[src/rtl/rom_stream_pkg.sv]
// Shared types and defaults for the ROM stream reader.
// Holds the sweep FSM encoding and the address wrap helper.
package rom_stream_pkg;

    localparam int ADDR_W_DEF = 3;
    localparam int DATA_W_DEF = 8;
    localparam int DEPTH_DEF  = 7;

    typedef enum logic [1:0] {
        IDLE,
        ISSUE,
        DRAIN,
        DONE
    } state_t;

    function automatic int wrap_inc(input int a, input int depth);
        return (a == depth - 1) ? 0 : a + 1;
    endfunction

endpackage

[src/rtl/rom_stream_reader_if.sv]
// Valid/ready word stream from the reader to its consumer.
interface rom_stream_reader_if
    import rom_stream_pkg::*;
#(
    parameter int DATA_W = DATA_W_DEF
);
    logic              m_valid;
    logic [DATA_W-1:0] m_data;
    logic              m_ready;

    modport master (output m_valid, output m_data, input m_ready);
    modport slave  (input m_valid, input m_data, output m_ready);
endinterface

[src/rtl/rom_stream_fifo.sv]
// Shift-style buffer: entry 0 is the head register driving the stream.
module rom_stream_fifo #(
    parameter int WIDTH = 8,
    parameter int DEPTH = 2
) (
    input  logic                       clk,
    input  logic                       rst_n,
    input  logic                       push,
    input  logic [WIDTH-1:0]           din,
    input  logic                       pop,
    output logic                       valid,
    output logic [WIDTH-1:0]           dout,
    output logic [$clog2(DEPTH+1)-1:0] occ
);
    localparam int OCC_W = $clog2(DEPTH + 1);

    logic [WIDTH-1:0] mem     [DEPTH];
    logic [WIDTH-1:0] mem_nxt [DEPTH];
    logic [OCC_W-1:0] wr_idx;
    logic             do_pop;
    logic             do_push;

    assign do_pop  = pop && (occ != '0);
    assign do_push = push && ((occ != OCC_W'(DEPTH)) || do_pop);
    assign wr_idx  = do_pop ? occ - OCC_W'(1) : occ;
    assign valid   = occ != '0;
    assign dout    = mem[0];

    always_comb begin
        mem_nxt = mem;
        if (do_pop) begin
            for (int i = 0; i < DEPTH - 1; i++) mem_nxt[i] = mem[i+1];
        end
        if (do_push) begin
            for (int i = 0; i < DEPTH; i++) begin
                if (wr_idx == OCC_W'(i)) mem_nxt[i] = din;
            end
        end
    end

    always_ff @(posedge clk or negedge rst_n) begin
        if (!rst_n) begin
            for (int i = 0; i < DEPTH; i++) mem[i] <= '0;
            occ <= '0;
        end else begin
            mem <= mem_nxt;
            occ <= occ + OCC_W'(do_push) - OCC_W'(do_pop);
        end
    end

endmodule

[src/rtl/rom_stream_reader.sv]
// Sweeps an address window through a registered ROM and streams the words.
// ROM_STREAM_READER_CHECKSUM_EN adds a running sum of accepted words.
module rom_stream_reader
    import rom_stream_pkg::*;
#(
    parameter int ADDR_W     = ADDR_W_DEF,
    parameter int DATA_W     = DATA_W_DEF,
    parameter int DEPTH      = DEPTH_DEF,
    parameter int FIFO_DEPTH = 2
) (
    input  logic              clk,
    input  logic              rst_n,
    input  logic              start,
    input  logic [ADDR_W-1:0] base_addr,
    input  logic [ADDR_W:0]   length,
    output logic              busy,
    output logic              done,
    output logic              err,
    output logic              rom_en,
    output logic [ADDR_W-1:0] rom_addr,
    input  logic [DATA_W-1:0] rom_data,
    rom_stream_reader_if.master m
`ifdef ROM_STREAM_READER_CHECKSUM_EN
    ,
    output logic [DATA_W-1:0] checksum
`endif
);
    localparam int OCC_W = $clog2(FIFO_DEPTH + 1);
    localparam logic [ADDR_W:0] DEPTH_L = (ADDR_W+1)'(DEPTH);
    localparam logic [OCC_W:0]  FIFO_L  = (OCC_W+1)'(FIFO_DEPTH);

    state_t            state;
    state_t            state_nxt;
    logic [ADDR_W-1:0] cur_addr;
    logic [ADDR_W-1:0] last_addr;
    logic [ADDR_W:0]   remain;
    logic              inflight;
    logic [OCC_W-1:0]  occ;
    logic [OCC_W:0]    fill;
    logic              pop;
    logic              issue;
    logic              accept;
    logic              bad;

    assign pop    = m.m_valid && m.m_ready;
    assign fill   = {1'b0, occ} + {{OCC_W{1'b0}}, inflight};
    assign accept = start && (state == IDLE);
    assign bad    = ({1'b0, base_addr} >= DEPTH_L) || (length > DEPTH_L);
    // A read may reuse the slot freed by a same-cycle pop.
    assign issue  = (state == ISSUE)
                 && ((fill < FIFO_L) || ((fill == FIFO_L) && pop));

    always_ff @(posedge clk or negedge rst_n) begin
        if (!rst_n) state <= IDLE;
        else        state <= state_nxt;
    end

    always_comb begin
        state_nxt = state;
        unique case (state)
            IDLE: begin
                if (accept && !bad)
                    state_nxt = (length == '0) ? DONE : ISSUE;
            end
            ISSUE: begin
                if (issue && (remain == (ADDR_W+1)'(1)))
                    state_nxt = DRAIN;
            end
            DRAIN: begin
                if (!inflight
                    && ((occ == '0) || ((occ == OCC_W'(1)) && pop)))
                    state_nxt = DONE;
            end
            DONE:    state_nxt = IDLE;
            default: state_nxt = IDLE;
        endcase
    end

    always_comb begin
        busy     = state != IDLE;
        done     = state == DONE;
        rom_en   = issue;
        rom_addr = issue ? cur_addr : last_addr;
    end

    always_ff @(posedge clk or negedge rst_n) begin
        if (!rst_n) begin
            cur_addr  <= '0;
            last_addr <= '0;
            remain    <= '0;
            inflight  <= 1'b0;
            err       <= 1'b0;
        end else begin
            inflight <= issue;
            if (accept) begin
                err <= bad;
                if (!bad) begin
                    cur_addr <= base_addr;
                    remain   <= length;
                end
            end else if (issue) begin
                cur_addr  <= ADDR_W'(wrap_inc(32'(cur_addr), DEPTH));
                remain    <= remain - (ADDR_W+1)'(1);
                last_addr <= cur_addr;
            end
        end
    end

    // The ROM output is only meaningful the cycle after a read.
    rom_stream_fifo #(
        .WIDTH (DATA_W),
        .DEPTH (FIFO_DEPTH)
    ) u_fifo (
        .clk   (clk),
        .rst_n (rst_n),
        .push  (inflight),
        .din   (rom_data),
        .pop   (pop),
        .valid (m.m_valid),
        .dout  (m.m_data),
        .occ   (occ)
    );

`ifdef ROM_STREAM_READER_CHECKSUM_EN
    always_ff @(posedge clk or negedge rst_n) begin
        if (!rst_n)              checksum <= '0;
        else if (accept && !bad) checksum <= '0;
        else if (pop)            checksum <= checksum + m.m_data;
    end
`endif

endmodule

[src/flat_wrapper.sv]
// flat-port wrapper written by rule: the top's interface ports become plain ports
module rom_stream_reader_flat import rom_stream_pkg::*;
#(
    parameter int ADDR_W     = ADDR_W_DEF,
    parameter int DATA_W     = DATA_W_DEF,
    parameter int DEPTH      = DEPTH_DEF,
    parameter int FIFO_DEPTH = 2
)
  (clk, rst_n, start, base_addr, length, busy, done, err, rom_en, rom_addr, rom_data, m_m_valid, m_m_data, m_m_ready);
  rom_stream_reader_if #(.DATA_W(DATA_W)) m_i ();
  input  logic clk;
  input  logic rst_n;
  input  logic start;
  input  logic [ADDR_W-1:0] base_addr;
  input  logic [ADDR_W:0] length;
  output logic busy;
  output logic done;
  output logic err;
  output logic rom_en;
  output logic [ADDR_W-1:0] rom_addr;
  input  logic [DATA_W-1:0] rom_data;
  output wire logic [$bits(m_i.m_valid)-1:0] m_m_valid;
  output wire logic [$bits(m_i.m_data)-1:0] m_m_data;
  input wire logic [$bits(m_i.m_ready)-1:0] m_m_ready;
  assign m_m_valid = m_i.m_valid;
  assign m_m_data = m_i.m_data;
  assign m_i.m_ready = m_m_ready;
  rom_stream_reader #(.ADDR_W(ADDR_W), .DATA_W(DATA_W), .DEPTH(DEPTH), .FIFO_DEPTH(FIFO_DEPTH)) u_core (.clk(clk), .rst_n(rst_n), .start(start), .base_addr(base_addr), .length(length), .busy(busy), .done(done), .err(err), .rom_en(rom_en), .rom_addr(rom_addr), .rom_data(rom_data), .m(m_i));
endmodule
[config.mk]
export PLATFORM = sky130hd
export DESIGN_NAME = rom_stream_reader_flat
export DESIGN_NICKNAME = d
export VERILOG_FILES = /design/src/rtl/rom_stream_pkg.sv /design/src/rtl/rom_stream_reader_if.sv /design/src/rtl/rom_stream_fifo.sv /design/src/rtl/rom_stream_reader.sv /design/src/flat_wrapper.sv
export SDC_FILE = /design/constraint.sdc
export NUM_CORES = 1
export LEC_CHECK = 0
export ABC_AREA = 1
export CORE_ASPECT_RATIO = 1.2
export CORE_MARGIN = 4
export CORE_UTILIZATION = 53
export DETAILED_ROUTE_END_ITERATION = 16
export GPL_TIMING_DRIVEN = 0
export PLACE_DENSITY = 0.83
export SLEW_MARGIN = 10
export SYNTH_ARGS = -nofsm -noshare
export SYNTH_HDL_FRONTEND = slang
export SYNTH_SLANG_ARGS = --single-unit
[constraint.sdc]
create_clock -name clk -period 2.55 [get_ports clk]
set_clock_uncertainty 0.2 [all_clocks]
set_input_delay 0.3825 -clock clk [delete_from_list [all_inputs] [get_ports clk]]
set_output_delay 0.3825 -clock clk [all_outputs]
set_load 0.01 [all_outputs]
-- Word level (Yosys, flattened, before mapping)
Index checks and enable logic that the tools add are counted.
- add/sub/neg operators: 6
- $lt $le $gt $ge: 3
- eq/ne operators: 13
- muxes and demuxes: 18
- reductions and logical operators: 26
- operators by type and width (kind ; number):
    8-bit 2-to-1 mux ; 3
    16-bit 2-to-1 mux ; 1
    3-bit 2-to-1 mux ; 5
    4-bit 2-to-1 mux ; 3
    1-bit logical AND ; 10
    2-bit 2-to-1 mux ; 5
    2-bit inequality test, second input constant ; 4
    2-bit case mux with 4 select lines ; 1
    2-bit by 1-bit == test with 1-bit output, second input constant ; 3
    3-bit by 2-bit == test with 1-bit output, second input constant ; 2
    2-bit zero test ; 3
    2-bit nonzero test ; 3
    2-bit == test, second input constant ; 2
    4-bit by 1-bit == test with 1-bit output, second input constant ; 1
    4-bit by 3-bit > comparator with 1-bit output, second input constant ; 1
    4-bit zero test ; 1
    1-bit logical OR ; 4
    2-bit AND reduction ; 2
    4-bit by 1-bit subtractor with 4-bit output, second input constant ; 1
    2-bit by 1-bit adder with 3-bit output ; 1
    3-bit by 1-bit adder with 3-bit output, second input constant ; 1
    3-bit greater-or-equal comparator, second input constant ; 1
    3-bit by 2-bit < comparator with 1-bit output, second input constant ; 1
    3-bit AND reduction ; 1
    other kinds (5) ; 6
- flip-flop bits (word level): 32
- output and inout bits: 16
- logic and storage cells: 75

-- Longest topological paths before layout
Gate-level depths: netlist (run 1).
- depth after elaboration: 8
- depth in mapped cells: 12
- mapped depth without buffers: 12

-- Hierarchy
A second synthesis (run 1) with hierarchy kept.
- cell total of the unflattened synthesis: 257
- area, all modules: 1988.2 um^2
- by module, submodules not included (module ; instances ; cells an instance ; area an instance (um^2) ; sequential area each (um^2)):
    rom_stream_fifo ; 1 ; 128 ; 1042.2 ; 450.4
    rom_stream_reader ; 1 ; 129 ; 945.9 ; 350.3

-- Least setup slack after synthesis (run 1)
OpenSTA, ideal clock, no wires.
- path kind: flip-flop to flip-flop
- from: register u_core.u_fifo.occ[0]
- to: register u_core.u_fifo.occ[1]
- setup time: 0.129 ns
- data arrival time: 1.889 ns
- data required time: 2.221 ns
- slack: 0.332 ns
- cell stages (with the launch flop): 12
- buffers on the path: 0
- cells stage by stage: dfrtp_1 -> inv_1 -> ha_1 -> nor2_4 -> inv_2 -> a21oi_4 -> inv_1 -> ha_1 -> inv_1 -> ha_1 -> xnor2_1 -> xor2_1
- cells in the longest elaborated chain, start to end: 7
- RTL lines (what ; line ; text):
    start, declared ; rom_stream_fifo.sv:13 ; output logic [$clog2(DEPTH+1)-1:0] occ
    start signal, assigned ; rom_stream_fifo.sv:47 ; occ <= occ + OCC_W'(do_push) - OCC_W'(do_pop);
    2-bit nonzero test ; rom_stream_fifo.sv:23, rom_stream_fifo.sv:26 ;
    1-bit logical AND ; rom_stream_reader.sv:45 ; assign pop = m.m_valid && m.m_ready;
    1-bit logical AND ; rom_stream_fifo.sv:23 ; assign do_pop = pop && (occ != '0);
    1-bit logical OR ; rom_stream_fifo.sv:24 ; assign do_push = push && ((occ != OCC_W'(DEPTH)) || do_pop);
    1-bit logical AND ; rom_stream_fifo.sv:24 ;
    2-bit by 1-bit adder with 2-bit output ; rom_stream_fifo.sv:47 ;
    2-bit by 1-bit subtractor with 2-bit output (*) ; rom_stream_fifo.sv:47 ;
Mark *: on every way between the ends. The rest lies on a longest branch, timed or not.
A chain may end at the register's enable or synchronous reset.

-- Final worst setup path (run 1)
- from: register u_core.u_fifo.occ[0]
- to: output port rom_addr[1]
- cells in the longest elaborated chain, start to end: 6
- RTL lines (what ; line ; text):
    parallel branches: the longest is 3 deep, another holds 2-bit by 1-bit adder with 3-bit output ; - ;
    1-bit logical OR (*) ; rom_stream_reader.sv:51 ; && ((fill < FIFO_L) || ((fill == FIFO_L) && pop));
    1-bit logical AND (*) ; rom_stream_reader.sv:51 ;
    3-bit 2-to-1 mux (*) ; rom_stream_reader.sv:83 ; rom_addr = issue ? cur_addr : last_addr;
    end, declared ; flat_wrapper.sv:20 ; output logic [ADDR_W-1:0] rom_addr;
Every way passes the cells marked *.

==> results of run 1 <==
-- worst min-delay path by stage --
stage / start / to / slack [ns]
3_3_place_gp: u_core.u_fifo.mem[7]$_DFFE_PN0P_ / u_core.u_fifo.mem[7]$_DFFE_PN0P_ / 0.26
5_1_grt: u_core.u_fifo.mem[3]$_DFFE_PN0P_ / u_core.u_fifo.mem[3]$_DFFE_PN0P_ / 0.31
3_5_place_dp: u_core.u_fifo.mem[4]$_DFFE_PN0P_ / u_core.u_fifo.mem[4]$_DFFE_PN0P_ / 0.27
6_report: u_core.u_fifo.mem[7]$_DFFE_PN0P_ / u_core.u_fifo.mem[7]$_DFFE_PN0P_ / 0.28
2_1_floorplan: rst_n / u_core.cur_addr[0]$_DFFE_PN0P_ / -0.11
4_1_cts: u_core.u_fifo.mem[4]$_DFFE_PN0P_ / u_core.u_fifo.mem[4]$_DFFE_PN0P_ / 0.29
-- area by class of cell --
class                           count  area [sq um]  share of cell area [%]
Inverter                           36           140                    5.22
Clock inverter                      2          35.0                    1.30
Buffer                             12           105                    3.91
Sequential cell                    32           801                    29.8
Clock buffer                        6          72.6                    2.70
Timing Repair Buffer               42           397                    14.8
Multi-Input combinational cell    163          1070                    39.9
Tap cell                           52          65.1                    2.42
-- cell usage after synthesis (all sizes together) --
cell / count / area (sq um)
nand2: 86 / 330
inv: 36 / 135
dfrtp: 32 / 801
o21ai: 32 / 220
nand3: 16 / 113
ha: 15 / 188
buf: 12 / 105
nor2: 4 / 22.5
xor2: 3 / 26.3
a21oi: 2 / 21.3
xnor2: 2 / 17.5
nand4: 1 / 6.26
o21a: 1 / 7.51
or2: 1 / 6.26
-- logic make-up (layout without fill, tap and decap cells) --
logic type | after synthesis | in the layout | share of synthesized area, %
AO/OA/AOI/OAI | 35 | 35 | 12.5
buffers and inverters | 48 | 98 | 12.0
adder cells (fa/ha/maj) | 15 | 15 | 9.39
AND/OR/NAND/NOR | 108 | 108 | 23.9
flip-flops | 32 | 32 | 40.1
XOR/XNOR | 5 | 5 | 2.19
-- timing repair --
action,4_1_cts,5_1_grt
endpoints found under the setup margin,4,4
setup buffers,2,5
hold buffers,1,0
gates resized for setup,27,23
pin swaps,1,7
endpoints found under the hold margin,32,0
-- state kept, by name, indices dropped and copies added (netlist names) --
signal,count
u_core.u_fifo.dout,8
u_core.last_addr,3
u_core.cur_addr,3
u_core.u_fifo.mem,8
u_core.err,1
u_core.state,2
u_core.remain,4
u_core.inflight,1
u_core.u_fifo.occ,2
-- worst max-delay path: stages, from the launching register on --
cell and delay, ns:
dfrtp_1 0.42, ha_4 0.17, inv_4 0.04, ha_4 0.25, inv_2 0.04, nor2_4 0.10
nand3_2 0.10, nand2_4 0.14, nand2_8 0.12, o21ai_4 0.19, buf_6 0.12
-- where the power goes --
group | switching (uW) | leakage, uW | internal (uW)
clock | 195 | 0.0000552 | 290
sequential | 165 | 0.000406 | 731
combinational | 1050 | 0.000894 | 895
-- stage by stage --
stage	hold WS [ns]	util, %	std cells	setup WS (ns)
final	0.284	73.9	345	-0.0126
after global routing	0.312	73.9	345	-0.124
after CTS	0.286	70.1	340	0.00952
after detailed placement	0.269	66.0	329	-0.453
after global placement	0.265	66.2	329	-0.393
after floorplan	-0.113	-	243	0.332
-- metal layers --
metal / vias up / GRT usage, % / part of all wire [%]
li1: 848 / - / -
met1: 804 / 22.4 / 40
met2: 46 / 35.0 / 54
met3: 10 / 4.78 / 4.8
met4: 0 / 6.71 / 1.6
met5: - / 0 / 0
==> flow_summary.yaml, run 1 <==
run_status:
  outcome: "finished with violations"
  violations: "setup timing"
die:
  die_x_microns: 64.1
  fp.dieArea_sq_mm: 0.00482
  start_util_pct: 55.0
  die_y_microns: 75.3
  num_rows: 24
  core_area_sq_mm: 0.00363
  num_io_pins: 35
timing:
  rsz0062_at_grt: "true"
  period_share_pct: 100
  hold_viol_final: 0
  setup_tns_ns: -0.0126
  slew_headroom_pct: 51.2
  post-route-min-period_ns: 2.56
  setup_violations: 1
  worstMarginPinSlew_ns: 0.732
  fin_ws_ns: -0.0126
  clock.fmax_mhz: 390
  slew_violations: 0
clock_network:
  cts_made_buffers: 5
  clkLatencyLatePin_ns: 0.28
  cts_buffer_depth: 2
  tritoncts: "built"
  clock_sinks: 32
  clockRootBuffer: "clkbuf_8"
  htreeDepth: 2
  clk_pin_slew_worst_paths_ns: 0.06
logic_synthesis:
  ys_seq_elements: 32
  syn_area_sq_mm: 0.00200
  syn-num-nets: 277
  synth.distinct_cells: 23
  syn_inst: 243
  ys_warn_count: 0
  yosysSeqAreaShare_pct: 40.1
  synth_area_per_cell_sq_um: 8.23
drt:
  drc: 0
  vias: 1708
  drt_first_pass_iters: 4
  wl_per_cell_microns: 12.9
  wl_mm: 4.44
  drtAntennaViolNets: 0
  vias_per_cell: 4.95
  drt_iter0_drc: 66
min_path:
  hold_depth: 2
  hp-class: "reg -> reg"
finish:
  layout_common_cells: "nand2_1, dfrtp_1, inv_1"
  final_common_cell: "nand2_1"
  num_antenna_cells: 0
  syn2layout_area_growth_pct: 34.4
  fin_nets: 326
  nFillCells: 276
  fin_area_sq_mm: 0.00269
  layout-drive-gt1-share_pct: 25.6
critical_path:
  cp-end-kind: "primary output"
  rr_worst_depth: 11
  path_class: "reg -> out"
  critPathLaunch: "u_core.u_fifo.occ[0]$_DFF_PN0_"
  endpoint: "rom_addr[1]"
  critPathLaunchType: "flip-flop"
  arrival_ns: 1.98
  cp_max_fo: 7
  worstPathRequired_ns: 1.97
  reg2reg_from: "u_core.u_fifo.occ[0]$_DFF_PN0_"
  rrSetupSlack_ns: 0.13
  r2r-end: "u_core.u_fifo.occ[1]$_DFF_PN0_"
global_routing:
  grt_max_degree: 33
  grt_pass1_wl_mm: 7.19
  antenna_found_initial: 0
  grt_pass1_vias: 1677
  overflow: 0
  grt_use_total_pct: 19.3
power_and_ir_drop:
  power_leakage_uw: 0.00136
  irDropWorstVdd_mv: 0.734
  power.density_mw_per_mm2: 1240
  power.total_uw: 3320
place:
  gp_congestion: 0.797
  dpl_cell_area_sq_mm: 0.00240
  io_buffer_count: 34
  dpl.hpwl_mm: 2.98
flow_run:
  cap_violations: 0
No activity file was read; power rests on OpenSTA's default activity.
==> run 2, diff against run 1 <==
--- a/config.mk
+++ b/config.mk
@@ -8,11 +8,13 @@
 export ABC_AREA = 1
 export CORE_ASPECT_RATIO = 1.2
 export CORE_MARGIN = 4
-export CORE_UTILIZATION = 53
+export CORE_UTILIZATION = 55
 export DETAILED_ROUTE_END_ITERATION = 16
+export DONT_BUFFER_PORTS = 1
 export GPL_TIMING_DRIVEN = 0
-export PLACE_DENSITY = 0.83
-export SLEW_MARGIN = 10
+export PLACE_DENSITY = 0.73
+export SKIP_CTS_REPAIR_TIMING = 1
+export SLEW_MARGIN = 20
 export SYNTH_ARGS = -nofsm -noshare
 export SYNTH_HDL_FRONTEND = slang
 export SYNTH_SLANG_ARGS = --single-unit
==> run 2 against run 1 <==
The run now ends clean. Utilization is 8.1 points lower. Worst setup slack improved by 0.17 ns. Flip-flop and latch count did not move. Critical path depth decreased by 1. Design area is 16% lower. Hold slack got worse by 0.20 ns. Critical endpoint unchanged.
==> flow_summary.yaml, run 2 (synthesis results as in run 1) <==
power_and_ir_drop:
  netSwitchingFraction_pct: 42.4
  power.switching_uw: 1190
  power.total_uw: 2800
  p_clk_share_pct: 17.3
  power.density_mw_per_mm2: 1240
  power_leakage_uw: 0.00121
  power.internal_uw: 1610
  power_frac_seq_pct: 31.4
  p_comb_share_pct: 51.3
  irDropWorstVdd_mv: 0.638
critical_path:
  critPathLaunchType: "flip-flop"
  worstPathRequired_ns: 1.97
  cp-end-kind: "primary output"
  cp_max_fo: 7
  rr_worst_depth: 11
  path_class: "reg -> out"
  arrival_ns: 1.81
finish:
  num_antenna_cells: 0
  fin_nets: 291
  layout-drive-gt1-share_pct: 23.3
  layout_common_cells: "nand2_1, inv_1, dfrtp_1"
  syn2layout_area_growth_pct: 12.8
  final_cells: 295
  nFillCells: 290
  final_common_cell: "nand2_1"
drt:
  wl_mm: 3.53
  vias: 1510
  drc: 0
  drtAntennaViolNets: 0
  wl_per_cell_microns: 12.0
  drt_iter0_drc: 65
  drt_first_pass_iters: 4
  vias_per_cell: 5.12
global_routing:
  grt_pass1_vias: 1419
  grt_max_degree: 33
  antenna_found_initial: 0
  overflow: 0
  grt_pass1_wl_mm: 6.28
  grt_use_total_pct: 16.9
die:
  die_x_microns: 63.0
  num_io_pins: 35
  fp.dieArea_sq_mm: 0.00467
  core_area_sq_mm: 0.00342
  num_rows: 23
  die_y_microns: 74.1
  start_util_pct: 58.4
clock_network:
  htreeDepth: 2
  clockRootBuffer: "clkbuf_8"
  clock_sinks: 32
  tritoncts: "built"
  cts_made_buffers: 5
  clkLatencyLatePin_ns: 0.28
  cts_buffer_depth: 2
  clk_pin_slew_worst_paths_ns: 0.07
timing:
  fin_hold_ws_ns: 0.0796
  setup_violations: 0
  hold_viol_final: 0
  rsz0062_at_grt: "true"
  slew_headroom_pct: 79.0
  post-route-min-period_ns: 2.40
  slew_violations: 0
  clock.fmax_mhz: 417
  setup_tns_ns: 0
  worstMarginPinSlew_ns: 0.312
  period_share_pct: 93.9
min_path:
  hp-class: "in -> reg"
  hold_depth: 2
flow_run:
  cap_violations: 0
run_status:
  outcome: "finished, final reports clean"
place:
  gp_congestion: 0.793
  io_buffer_count: 0
  dp_cells: 280
  dpl.hpwl_mm: 2.62
-- run 2: cell count changes in the layout (fill, tap and decap cells not counted), moves of 2 or more --
cell             previous run  this run
inv_1                      30        34
ha_4                        2         0
buf_2                       2         0
ha_1                       12        14
nand2_1                    79        82
nand2_4                     4         1
o21ai_2                    16        18
o21ai_4                     3         1
clkdlybuf4s50_1            29         0
buf_6                       7         4
buf_4                      15        13
inv_2                       4         1
-- run 2: critical path, cell delays in order (launching register included) --
cell and delay, ns:
dfrtp_1 0.40, inv_1 0.12, ha_2 0.21, nor2_4 0.17, buf_6 0.15, nand3_2 0.06, nand2_2 0.12, nand2_4 0.10
nand2_1 0.12, o21ai_4 0.08
-- run 2: area by class of cell --
| cell class | count | area (sq um) | area share (%) |
|---|---|---|---|
| Buffer | 12 | 105 | 4.66 |
| Clock buffer | 5 | 68.8 | 3.05 |
| Clock inverter | 3 | 42.5 | 1.89 |
| Inverter | 36 | 138 | 6.10 |
| Multi-Input combinational cell | 163 | 987 | 43.8 |
| Sequential cell | 32 | 801 | 35.5 |
| Tap cell | 37 | 46.3 | 2.05 |
| Timing Repair Buffer | 7 | 67.6 | 3.00 |
-- run 2: final timing paths --
check                                                 startpoint                          endpoint  slack [ns]
worst max register to register    u_core.u_fifo.occ[1]$_DFF_PN0_    u_core.u_fifo.occ[1]$_DFF_PN0_        0.25
worst min register to register  u_core.u_fifo.mem[4]$_DFFE_PN0P_  u_core.u_fifo.mem[4]$_DFFE_PN0P_        0.28
worst min-delay path                                 rom_data[0]   u_core.u_fifo.dout[0]$_DFF_PN0_        0.08
max in group asynchronous                                  rst_n         u_core.inflight$_DFF_PN0_        1.62
min in group asynchronous                                  rst_n   u_core.u_fifo.dout[0]$_DFF_PN0_        0.34
worst max-delay path              u_core.u_fifo.occ[1]$_DFF_PN0_                       rom_addr[1]        0.15
-- run 2: stage by stage --
stage | utilization, % | cell area (sq um) | setup WS [ns]
floorplan | - | 2000 | 0.332
global placement | 59.7 | 2050 | 0.138
detailed placement | 59.7 | 2050 | 0.118
CTS | 63.0 | 2160 | -0.202
global route | 65.9 | 2260 | -0.0116
finish | 65.9 | 2260 | 0.154
-- run 2: power groups by stage --
stage / clock network [uW] / logic [uW] / registers, uW
after global routing: 516 / 1660 / 912
after floorplan: 0 / 1140 / 856
after detailed placement: 0 / 1340 / 891
after CTS: 498 / 1350 / 884
after global placement: 0 / 1310 / 883
final: 484 / 1440 / 880
-- run 2: per-layer routing --
| layer | GRT usage, % | part of all wire (%) | up-vias | wire, microns |
|---|---|---|---|---|
| met5 | 0 | 0 | - | 0 |
| met4 | 6.62 | 1.6 | 0 | 55 |
| met3 | 4.98 | 4.4 | 6 | 156 |
| met2 | 29.4 | 49 | 30 | 1720 |
| met1 | 19.9 | 45 | 694 | 1600 |
| li1 | - | - | 780 | - |
==> run 3, diff against run 2 <==
--- a/config.mk
+++ b/config.mk
@@ -9,6 +9,7 @@
 export CORE_ASPECT_RATIO = 1.2
 export CORE_MARGIN = 4
 export CORE_UTILIZATION = 55
+export CTS_CLUSTER_DIAMETER = 80
 export DETAILED_ROUTE_END_ITERATION = 16
 export DONT_BUFFER_PORTS = 1
 export GPL_TIMING_DRIVEN = 0
==> constraint.sdc (replaced) <==
create_clock -name clk -period 2.3 [get_ports clk]
set_clock_uncertainty 0.2 [all_clocks]
set_input_delay 0.345 -clock clk [delete_from_list [all_inputs] [get_ports clk]]
set_output_delay 0.345 -clock clk [all_outputs]
set_load 0.01 [all_outputs]
==> run 3 against run 2 <==
The flow now finishes with violations (setup timing). Sequential share of layout area fell by 1.5 points. Cell count is 2.0% higher. Via count is 1.9% higher. Hold slack worse by 0.037 ns. Clock power increased by 11%. Critical path type unchanged.
==> flow_summary.yaml, run 3 (synthesis results as in run 1) <==
run_status:
  outcome: "finished with violations"
  violations: "setup timing"
min_path:
  hold_depth: 2
  holdPathEnd: "u_core.u_fifo.dout[6]$_DFF_PN0_"
  hp-class: "in -> reg"
  min_from: "rom_data[6]"
timing:
  slew_headroom_pct: 79.4
  fin_hold_ws_ns: 0.0429
  clock.fmax_mhz: 422
  fin_ws_ns: -0.0675
  period_share_pct: 103
  worstMarginPinSlew_ns: 0.306
  rsz0062_at_grt: "true"
  hold_viol_final: 0
  slew_violations: 0
  setup_violations: 5
  post-route-min-period_ns: 2.37
  setup_tns_ns: -0.167
power_and_ir_drop:
  p_clk_share_pct: 16.2
  p_comb_share_pct: 54.2
  power.switching_uw: 1420
  irDropWorstVdd_mv: 0.699
  power.density_mw_per_mm2: 1410
  netSwitchingFraction_pct: 42.6
  power_frac_seq_pct: 29.6
  power_leakage_uw: 0.00124
  power.internal_uw: 1910
critical_path:
  cp_max_fo: 7
  rr_worst_depth: 11
  rrSetupSlack_ns: 0
  critPathLaunchType: "flip-flop"
  slowest_stage: "dfrtp_1"
  slowest_delay_ns: 0.41
  reg2reg_from: "u_core.u_fifo.occ[0]$_DFF_PN0_"
  path_cells: "inv_1 -> ha_2 -> nor2_4 -> buf_6 -> nand3_2 -> nand2_4 -> nand2_8 -> o21ai_4"
  cp-end-kind: "primary output"
  path_class: "reg -> out"
  r2r-end: "u_core.u_fifo.occ[1]$_DFF_PN0_"
  worstPathRequired_ns: 1.75
  arrival_ns: 1.82
finish:
  final_common_cell: "nand2_1"
  fin_area_sq_mm: 0.00235
  layout-drive-gt1-share_pct: 28.4
  layout_common_cells: "nand2_1, dfrtp_1, inv_1"
  fin_nets: 297
  num_antenna_cells: 0
  fin_util_pct: 68.8
  syn2layout_area_growth_pct: 17.8
place:
  dpl_cell_area_sq_mm: 0.00205
  gp_congestion: 0.793
  dpl.hpwl_mm: 2.62
  io_buffer_count: 0
clock_network:
  tritoncts: "built"
  clkLatencyLatePin_ns: 0.28
  htreeDepth: 2
  clockRootBuffer: "clkbuf_8"
  clk_pin_slew_worst_paths_ns: 0.07
  cts_made_buffers: 5
  clock_sinks: 32
  cts_buffer_depth: 2
flow_run:
  cap_violations: 0
global_routing:
  overflow: 0
  grt_use_total_pct: 16.9
  grt_pass1_wl_mm: 6.28
  grt_pass1_vias: 1419
  antenna_found_initial: 0
  grt_max_degree: 33
die:
  die_y_microns: 74.1
  start_util_pct: 58.4
  die_x_microns: 63.0
  num_rows: 23
  core_area_sq_mm: 0.00342
  fp.dieArea_sq_mm: 0.00467
  num_io_pins: 35
drt:
  vias: 1539
  drt_first_pass_iters: 4
  drtAntennaViolNets: 0
  wl_mm: 3.72
  wl_per_cell_microns: 12.4
  drc: 0
  drt_iter0_drc: 68
  vias_per_cell: 5.11
==> run 3: worst max path at each step <==
stage | endpoint | startpoint
global placement | rom_addr[1] | u_core.u_fifo.occ[1]$_DFF_PN0_
global route | u_core.u_fifo.occ[1]$_DFF_PN0_ | u_core.u_fifo.occ[0]$_DFF_PN0_
CTS | rom_addr[1] | u_core.u_fifo.occ[1]$_DFF_PN0_
floorplan | u_core.u_fifo.occ[1]$_DFF_PN0_ | u_core.u_fifo.occ[0]$_DFF_PN0_
detailed placement | rom_addr[1] | u_core.u_fifo.occ[1]$_DFF_PN0_
finish | rom_addr[1] | u_core.u_fifo.occ[0]$_DFF_PN0_
==> run 3: cell type report <==
| cell class | count | area [sq um] |
|---|---|---|
| Multi-Input combinational cell | 163 | 1040 |
| Fill cell | 272 | 1070 |
| Clock inverter | 3 | 42.5 |
| Tap cell | 37 | 46.3 |
| Buffer | 12 | 105 |
| Inverter | 36 | 140 |
| Timing Repair Buffer | 13 | 113 |
| Clock buffer | 5 | 68.8 |
| Sequential cell | 32 | 801 |
==> run 3: power groups by stage <==
stage	combinational, uW	clock [uW]	sequential (uW)
final	1800	538	985
after global routing	2050	575	1020
after CTS	1490	552	980
after detailed placement	1490	0	987
after global placement	1450	0	979
after floorplan	1270	0	949
==> run 3: worst max-delay path: cells and delay by family, from the launching register on <==
family | cells | cell delay (ns)
and+or+nand+nor | 4 | 0.46
AOI/OAI and AO/OA | 1 | 0.20
DFF | 1 | 0.41
adders and majority gates | 1 | 0.21
buffers and inverters | 2 | 0.26
==> run 3: through the flow <==
stage | setup slack (ns) | cells | total power, uW
2_1_floorplan | 0.0824 | 243 | 2220
3_3_place_gp | -0.0747 | 280 | 2430
3_5_place_dp | -0.0944 | 280 | 2470
4_1_cts | -0.415 | 288 | 3020
5_1_grt | -0.146 | 301 | 3640
6_report | -0.0675 | 301 | 3330
==> run 3: per-layer routing <==
layer,vias up,GRT usage (%),wire [microns]
li1,789,-,-
met1,711,19.9,1640
met2,33,29.4,1860
met3,6,4.98,164
met4,0,6.62,55
met5,-,0,0
